--- config.mk ---
export PLATFORM = sky130hd
export DESIGN_NAME = axis_spp_framer
export DESIGN_NICKNAME = d
export VERILOG_FILES = /design/src/rtl/axis_spp_framer.sv
export SDC_FILE = /design/constraint.sdc
export NUM_CORES = 1
export LEC_CHECK = 0
export BUFFER_PORTS_ARGS = -buffer_cell sky130_fd_sc_hd__buf_4
export CORE_AREA = 2 2 153 155
export CTS_CLUSTER_SIZE = 24
export DETAILED_ROUTE_END_ITERATION = 7
export DIE_AREA = 0 0 155 157
export HOLD_SLACK_MARGIN = 0.08
export PLACE_DENSITY = 0.7
export SLEW_MARGIN = 20
export SYNTH_ARGS = -nofsm -noshare
export SYNTH_HDL_FRONTEND = slang
export SYNTH_SLANG_ARGS = --single-unit
export TNS_END_PERCENT = 30
--- constraint.sdc ---
create_clock -name clk -period 9.2 [get_ports clk]
set_input_delay 1.84 -clock clk [delete_from_list [all_inputs] [get_ports clk]]
set_output_delay 1.84 -clock clk [all_outputs]
set_load 0.005 [all_outputs]
--- src/rtl/axis_spp_framer.sv ---
// axis_spp_framer: frames a sample stream into SPP-beat packets with a latched per-packet tuser header
module axis_spp_framer #(
  parameter logic [7:0]  SR_SPP      = 8'd129,
  parameter int          WIDTH       = 32,
  parameter logic [15:0] DEFAULT_SPP = 16'd256
) (
  input  logic             clk,
  input  logic             reset,
  input  logic             clear_tx_seqnum,
  input  logic             set_stb,
  input  logic [7:0]       set_addr,
  input  logic [31:0]      set_data,
  input  logic [15:0]      src_sid,
  input  logic [15:0]      next_dst_sid,
  input  logic [WIDTH-1:0] i_tdata,
  input  logic             i_tlast,
  input  logic             i_tvalid,
  output logic             i_tready,
  output logic [WIDTH-1:0] o_tdata,
  output logic             o_tlast,
  output logic             o_tvalid,
  input  logic             o_tready,
  output logic [127:0]     o_tuser
);
  typedef enum logic {IDLE, IN_PKT} state_t;
  state_t r_state, w_state_nxt;
  logic [15:0] r_cnt, r_spp_active, r_spp_pending;
  logic [11:0] r_seq;
  logic [63:0] r_hdr;
  logic r_cleared, r_tvalid, r_tlast;
  logic [WIDTH-1:0] r_tdata;
  logic [127:0] r_tuser;
  logic w_accept, w_idle, w_last, w_hold;
  logic [15:0] w_spp, w_spp_eff;
  logic [63:0] w_hdr;
  logic w_unused;
  assign i_tready = ~r_tvalid | o_tready;
  assign o_tvalid = r_tvalid;
  assign o_tlast = r_tlast;
  assign o_tdata = r_tdata;
  assign o_tuser = r_tuser;
  assign w_unused = ^set_data[31:16];
  always_comb begin
    w_accept = i_tvalid & i_tready;
    w_idle = r_state == IDLE;
    w_spp = w_idle ? r_spp_pending : r_spp_active;
    w_spp_eff = (w_spp == 16'd0) ? 16'd1 : w_spp;
    w_last = i_tlast | (r_cnt == w_spp_eff - 16'd1);
    w_hold = r_cleared & ~w_idle;
    w_hdr = w_idle ? {4'b0000, r_seq, 16'd0, src_sid, next_dst_sid} : r_hdr;
    w_state_nxt = w_accept ? (w_last ? IDLE : IN_PKT) : r_state;
  end
  always_ff @(posedge clk) begin
    r_state <= reset ? IDLE : w_state_nxt;
  end
  always_ff @(posedge clk) begin
    if (reset) begin
      r_cnt <= '0;
      r_seq <= '0;
      r_hdr <= '0;
      r_cleared <= 1'b0;
      r_spp_active <= DEFAULT_SPP;
      r_spp_pending <= DEFAULT_SPP;
      r_tvalid <= 1'b0;
      r_tlast <= 1'b0;
      r_tdata <= '0;
      r_tuser <= '0;
    end else begin
      if (set_stb && set_addr == SR_SPP) r_spp_pending <= set_data[15:0];
      if (w_accept && w_idle) begin
        r_spp_active <= r_spp_pending;
        r_hdr <= w_hdr;
      end
      if (w_accept) begin
        r_cnt <= w_last ? 16'd0 : r_cnt + 16'd1;
        r_tdata <= i_tdata;
        r_tlast <= w_last;
        r_tuser <= {w_hdr, 64'd0};
      end
      r_tvalid <= w_accept | (r_tvalid & ~o_tready);
      r_cleared <= clear_tx_seqnum | (r_cleared & ~(w_accept & w_idle));
      r_seq <= clear_tx_seqnum ? 12'd0 : (w_accept & w_last & ~w_hold) ? r_seq + 12'd1 : r_seq;
    end
  end
endmodule

Word-level counts from Yosys, hierarchy flattened. Cells that the tools add are included.

Memories kept: 0. Input port bits: 111. Memory bits (writable): 0. Output and inout port bits: 163. Word-level logic and storage cells: 41. Bits in read-only memories: 0. Bits in latches: 0. Register bits: 224.

Order comparisons: 0. Reduce and logical (&&, ||, !) cells: 4. Divide/modulo/power cells: 0. Shift operators: 0. Bitwise logic cells: 16. Multipliers: 0. Equality and inequality tests: 2. Muxes and demuxes: 5. Add/sub/neg operators: 3.

Operators with widths (number): 64-bit two-way mux (1); 16-bit two-way mux (3); 16-bit by 1-bit adder with 16-bit output, second input constant (1); 16-bit equality test (1); 16-bit zero test (1); 16-bit by 1-bit subtractor with 16-bit output, second input constant (1); 12-bit by 1-bit adder with 12-bit output, second input constant (1); 8-bit equality test, second input constant (1); 1-bit bitwise AND (7); 1-bit inverter (5); 1-bit OR (4); 1-bit logical AND (2); 2-bit OR reduction (1); 1-bit two-way mux (1).

Longest topological paths before layout.
Depth after elaboration: 8. Mapped depth: 17. Gate-level depth less buffers: 13.

Worst setup path before layout. No wires, ideal clock.

Path type: register to register. Start point: register r_state. End point: register r_seq[11]. Setup slack: 4.870 ns. Required time: 9.121 ns. Setup time: 0.079 ns. Arrival time: 4.251 ns. Cell stages (with the launch flop): 17. Cell sequence: dfxtp_1 buf_6 buf_4 buf_4 clkbuf_1 buf_1 clkbuf_1 mux2i_1 ha_1 nor4bb_1 a22oi_1 or3_1 o31a_1 nor3b_2 nand4_4 or4_1 o211ai_1.

Cells in the longest elaborated chain, start to end: 8. Elaborated cells on any way between the ends: 10. Classes of those cells: add/sub: 1; eq/ne: 1; mux: 2; bitwise: 5; reduce/logical: 1.

Ends and longest elaborated chain: from (decl) (line 26) `state_t r_state, w_state_nxt;`; from (signal assigned) (line 54) `r_state <= reset ? IDLE : w_state_nxt;`; 16-bit two-way mux (line 46) `w_spp = w_idle ? r_spp_pending : r_spp_active;`; 16-bit zero test (line 47) `w_spp_eff = (w_spp == 16'd0) ? 16'd1 : w_spp;`; 16-bit two-way mux (line 47); 16-bit by 1-bit subtractor with 16-bit output (line 48) `w_last = i_tlast | (r_cnt == w_spp_eff - 16'd1);`; 16-bit equality test (line 48); 1-bit OR (line 48); 1-bit bitwise AND (line 82) `r_seq <= clear_tx_seqnum ? 12'd0 : (w_accept & w_last & ~w_hold) ? r_seq + 12'd1 : r_seq;`; 1-bit bitwise AND * (line 82); to (signal assigned) (line 82); to (decl) (line 28) `logic [11:0] r_seq;`.

Every way passes the cells marked *; elsewhere a longest branch is shown, timed or not. A chain may end at the register's enable or synchronous reset.

Worst setup path in the final report.
Start point: register r_state. End point: register r_cnt[5].

Cells in the longest elaborated chain, start to end: 7.

Ends and longest elaborated chain: 16-bit two-way mux * (line 46); 16-bit zero test (line 47); 16-bit two-way mux * (line 47); 16-bit by 1-bit subtractor with 16-bit output * (line 48); 16-bit equality test * (line 48); 1-bit OR * (line 48); 16-bit two-way mux * (line 75) `r_cnt <= w_last ? 16'd0 : r_cnt + 16'd1;`; to (signal assigned) (line 75); to (decl) (line 27) `logic [15:0] r_cnt, r_spp_active, r_spp_pending;`.

Marked as above.

==> results.yml <==
clock_network:
  clockRootBuffer: "clkbuf_16"
  cts_buffers: 26
  clkTransAtPathRegs_ns: 0.06
  hold_buffers: 0
  ctsResizeCount: 0
  clock-sinks: 224
  cts_buffer_depth: 3
  clock_latency_ns: 0.52
  htreeDepth: 1
  postCtsSetupBuffers: 0
  tritoncts: "done"
synthesis:
  yosys.cell_types.count: 62
  ys_ff_latch: 224
  ys_seq_area_frac: 0.447
  synth_xor_area_frac: 0.0288
  yosysMostFrequentCell: "nand2_1"
  synth-main-ff-cell: "dfxtp_1"
  synthTopCellsByArea: "dfxtp_1, nand2_1, mux2i_1, a21oi_1, buf_4"
  netlist_area_sq_um: 10000
  synth_edf_count: 0
  async_flop_share: 0
  synthTopCellsByCount: "nand2_1, dfxtp_1, a21oi_1, nor2_1"
  synth_top_cell_by_area: "dfxtp_1"
  yosysWarningCount: 0
  synth_adder_area_share: 0.00374
  muxShareOfSynthArea: 0.0761
  synth.top_cell.area_share: 0.447
  synthSimpleGateAreaFrac: 0.223
  synth_compound_area_frac: 0.134
  synth_top_family_by_area: "simple AND/OR/NAND/NOR gates"
  synth_cells: 1197
  syn_avg_cell_area_sq_um: 8.38
hold_path:
  hold_path.startpoint: "o_tuser[125]$_SDFFE_PP0P_"
  hold_depth: 2
  hold_class: "reg2reg"
  hold_end: "o_tuser[125]$_SDFFE_PP0P_"
timing:
  worstMarginPinSlew_ns: 1.01
  max_freq_ghz: 0.191
  setup_viol: 0
  min_period_ns: 5.22
  rsz0062_at_grt: "no"
  skew_ns: 0.0141
  period_share: 0.568
  setup_tns_ns: 0
  relSlewSlack: 0.330
  slew_violations: 0
  final_hold_viol_count: 0
setup_path:
  r2r-end: "r_cnt[5]$_SDFFE_PP0P_"
  r2r_cells: 12
  required_ns: 9.56
  endpoint_kind: "flip-flop"
  critPathArrivalTime_ns: 5.58
  cp-start-kind: "flip-flop"
  r2r-start: "r_state$_SDFFE_PP0P_"
  crit_chain: "or4b_1 -> a222oi_1 -> and2_1 -> a21oi_1 -> ha_1 -> o21a_1 -> mux2_1 -> or3b_2 -> a32oi_2 -> nand4_4 -> a21oi_2 -> nor3_1"
  critPathMaxFanout: 56
  slowest_delay_ns: 0.85
  crit_family: "compound AO/OA/AOI/OAI gates"
  reg2reg_setup_slack_ns: 3.98
  crit_path_top_delay_cell: "dfxtp_4"
  setup.worst_path.class: "reg2reg"
  critical_path_buf_inv_count: 0
place:
  place.gp.congestion: 0.801
  dp_hpwl_mm: 14.8
  port_buffers: 193
die:
  die-width_microns: 155
  coreArea_sq_um: 22500
  ioPinCount: 274
  dieArea_sq_um: 24300
  die_h_microns: 157
  row_count: 55
  start_util: 0.446
job:
  cap_viol_max_count: 0
detailed_routing:
  wire_per_inst_microns: 14.5
  met3RoutedLength_microns: 901
  met1_length_mm: 10.3
  vias: 8462
  ant_nets: 0
  dr.pass1.iters: 5
  finalWirelength_mm: 23.8
  wl_met2_mm: 12.0
  drt_iter0_drc: 589
  routed.top_layer: "met4"
  viasPerCell: 5.16
  route.detailed.drc: 0
global_route:
  grt_pass1_wl_mm: 38.0
  antenna_found_initial: 0
  grt_usage: 0.186
  grt_max_degree: 105
  overflow: 0
  grt_pass1_vias: 7650
final_layout:
  final_nets: 1450
  drive_gt1_frac: 0.191
  insertedDiodeCount: 0
  postLayoutCoreUtil: 0.542
  syn2layout_area_growth_pct: 21.7
  nFillCells: 2108
pwr:
  p_switching_w: 0.000544
  power.leakage_nw: 4.90
  swShare: 0.237
  share_clk_of_total_power: 0.452
  p_seq_frac: 0.448
  p_per_area_nw_per_um2: 188
  p_int_w: 0.00175
  combinationalPowerShare: 0.100
  ir_worst_vdd_mv: 0.163
run_status:
  status: "complete, no violations"
-- per-stage QoR --
stage	power [W]	setup slack [ns]	instance area [sq um]	std cells	hold slack, ns
final	0.00230	3.98	12200	1640	0.451
after CTS	0.00233	3.99	12200	1639	0.452
after detailed placement	0.00128	4.06	11300	1592	0.443
after floorplan	0.00120	4.87	10300	1260	0.429
after global placement	0.00128	4.12	11300	1592	0.439
after global routing	0.00239	3.57	12200	1640	0.467
-- logic make-up (layout without fill, tap and decap cells) --
logic type      after synthesis  after routing
compound gates              221            221
xor+xnor                     33             33
fa+ha+maj                     3              3
buf+inv                     162            257
flops                       224            224
mux                          76             76
other cells                   1             64
simple gates                477            477
-- registers in the layout, indices dropped and copies added, names as in the netlist --
signal / count
r_cleared: 1
r_spp_active: 16
r_seq: 12
r_spp_pending: 16
o_tdata: 32
o_tuser: 64
o_tlast: 1
r_hdr: 64
r_state: 1
o_tvalid: 1
r_cnt: 16
-- worst register-to-register path: cells and delay by family, from the launching register on --
kind	cells	cell delay, ns
AOI/OAI and AO/OA	5	1.84
and+or+nand+nor	5	1.80
DFF	1	0.85
muxes	1	0.32
adders and majority gates	1	0.25
-- routing by layer --
layer / GRT usage / vias up
met5: 0 / -
met1: 0.239 / 3949
met2: 0.323 / 184
li1: - / 4287
met3: 0.0275 / 42
met4: 0.0556 / 0
-- how the worst max path moves through the flow --
stage	startpoint	endpoint	cells after the start	slack, ns
floorplan	r_state$_SDFFE_PP0P_	r_seq[11]$_SDFFE_PP0P_	16	4.87
global placement	r_state$_SDFFE_PP0P_	r_cnt[8]$_SDFFE_PP0P_	12	4.12
global route	r_state$_SDFFE_PP0P_	r_cnt[5]$_SDFFE_PP0P_	12	3.57
CTS	r_state$_SDFFE_PP0P_	r_cnt[5]$_SDFFE_PP0P_	12	3.99
finish	r_state$_SDFFE_PP0P_	r_cnt[5]$_SDFFE_PP0P_	12	3.98
detailed placement	r_state$_SDFFE_PP0P_	r_cnt[5]$_SDFFE_PP0P_	12	4.06
-- placed cells by master, fill, tap and decap left out, drive strengths merged, types with 4 or more instances in the layout --
master | netlist | final
mux2i | 74 | 74
a21oi | 127 | 127
a31oi | 8 | 8
nor4 | 7 | 7
nand2 | 225 | 225
xnor2 | 17 | 17
and3 | 4 | 4
a211oi | 45 | 45
xor2 | 16 | 16
clkinv | 0 | 5
inv | 8 | 8
nand4 | 23 | 23
conb | 1 | 64
o211ai | 8 | 8
or3 | 6 | 6
nor3 | 27 | 27
and2 | 23 | 23
clkbuf | 74 | 39
dfxtp | 224 | 224
buf | 80 | 202
nor2 | 82 | 82
or4 | 16 | 16
nor4b | 4 | 4
nand3 | 45 | 45
o21ai | 11 | 11
-- area by class of cell --
| class | instances | area [sq um] | share of cell area |
|---|---|---|---|
| Clock inverter | 8 | 115 | 0.00943 |
| Timing Repair Buffer | 202 | 1530 | 0.125 |
| Sequential cell | 224 | 4490 | 0.368 |
| Tap cell | 285 | 357 | 0.0292 |
| Inverter | 8 | 30.0 | 0.00246 |
| Multi-Input combinational cell | 874 | 4930 | 0.404 |
| Clock buffer | 39 | 751 | 0.0615 |
-- power groups by stage --
stage	clock, W	sequential (W)	combinational (W)
floorplan	0	0.00104	0.000156
global placement	0	0.00105	0.000228
detailed placement	0	0.00105	0.000231
CTS	0.00107	0.00103	0.000232
global route	0.00110	0.00103	0.000254
finish	0.00104	0.00103	0.000229
No activity file was read; power rests on OpenSTA's default activity.
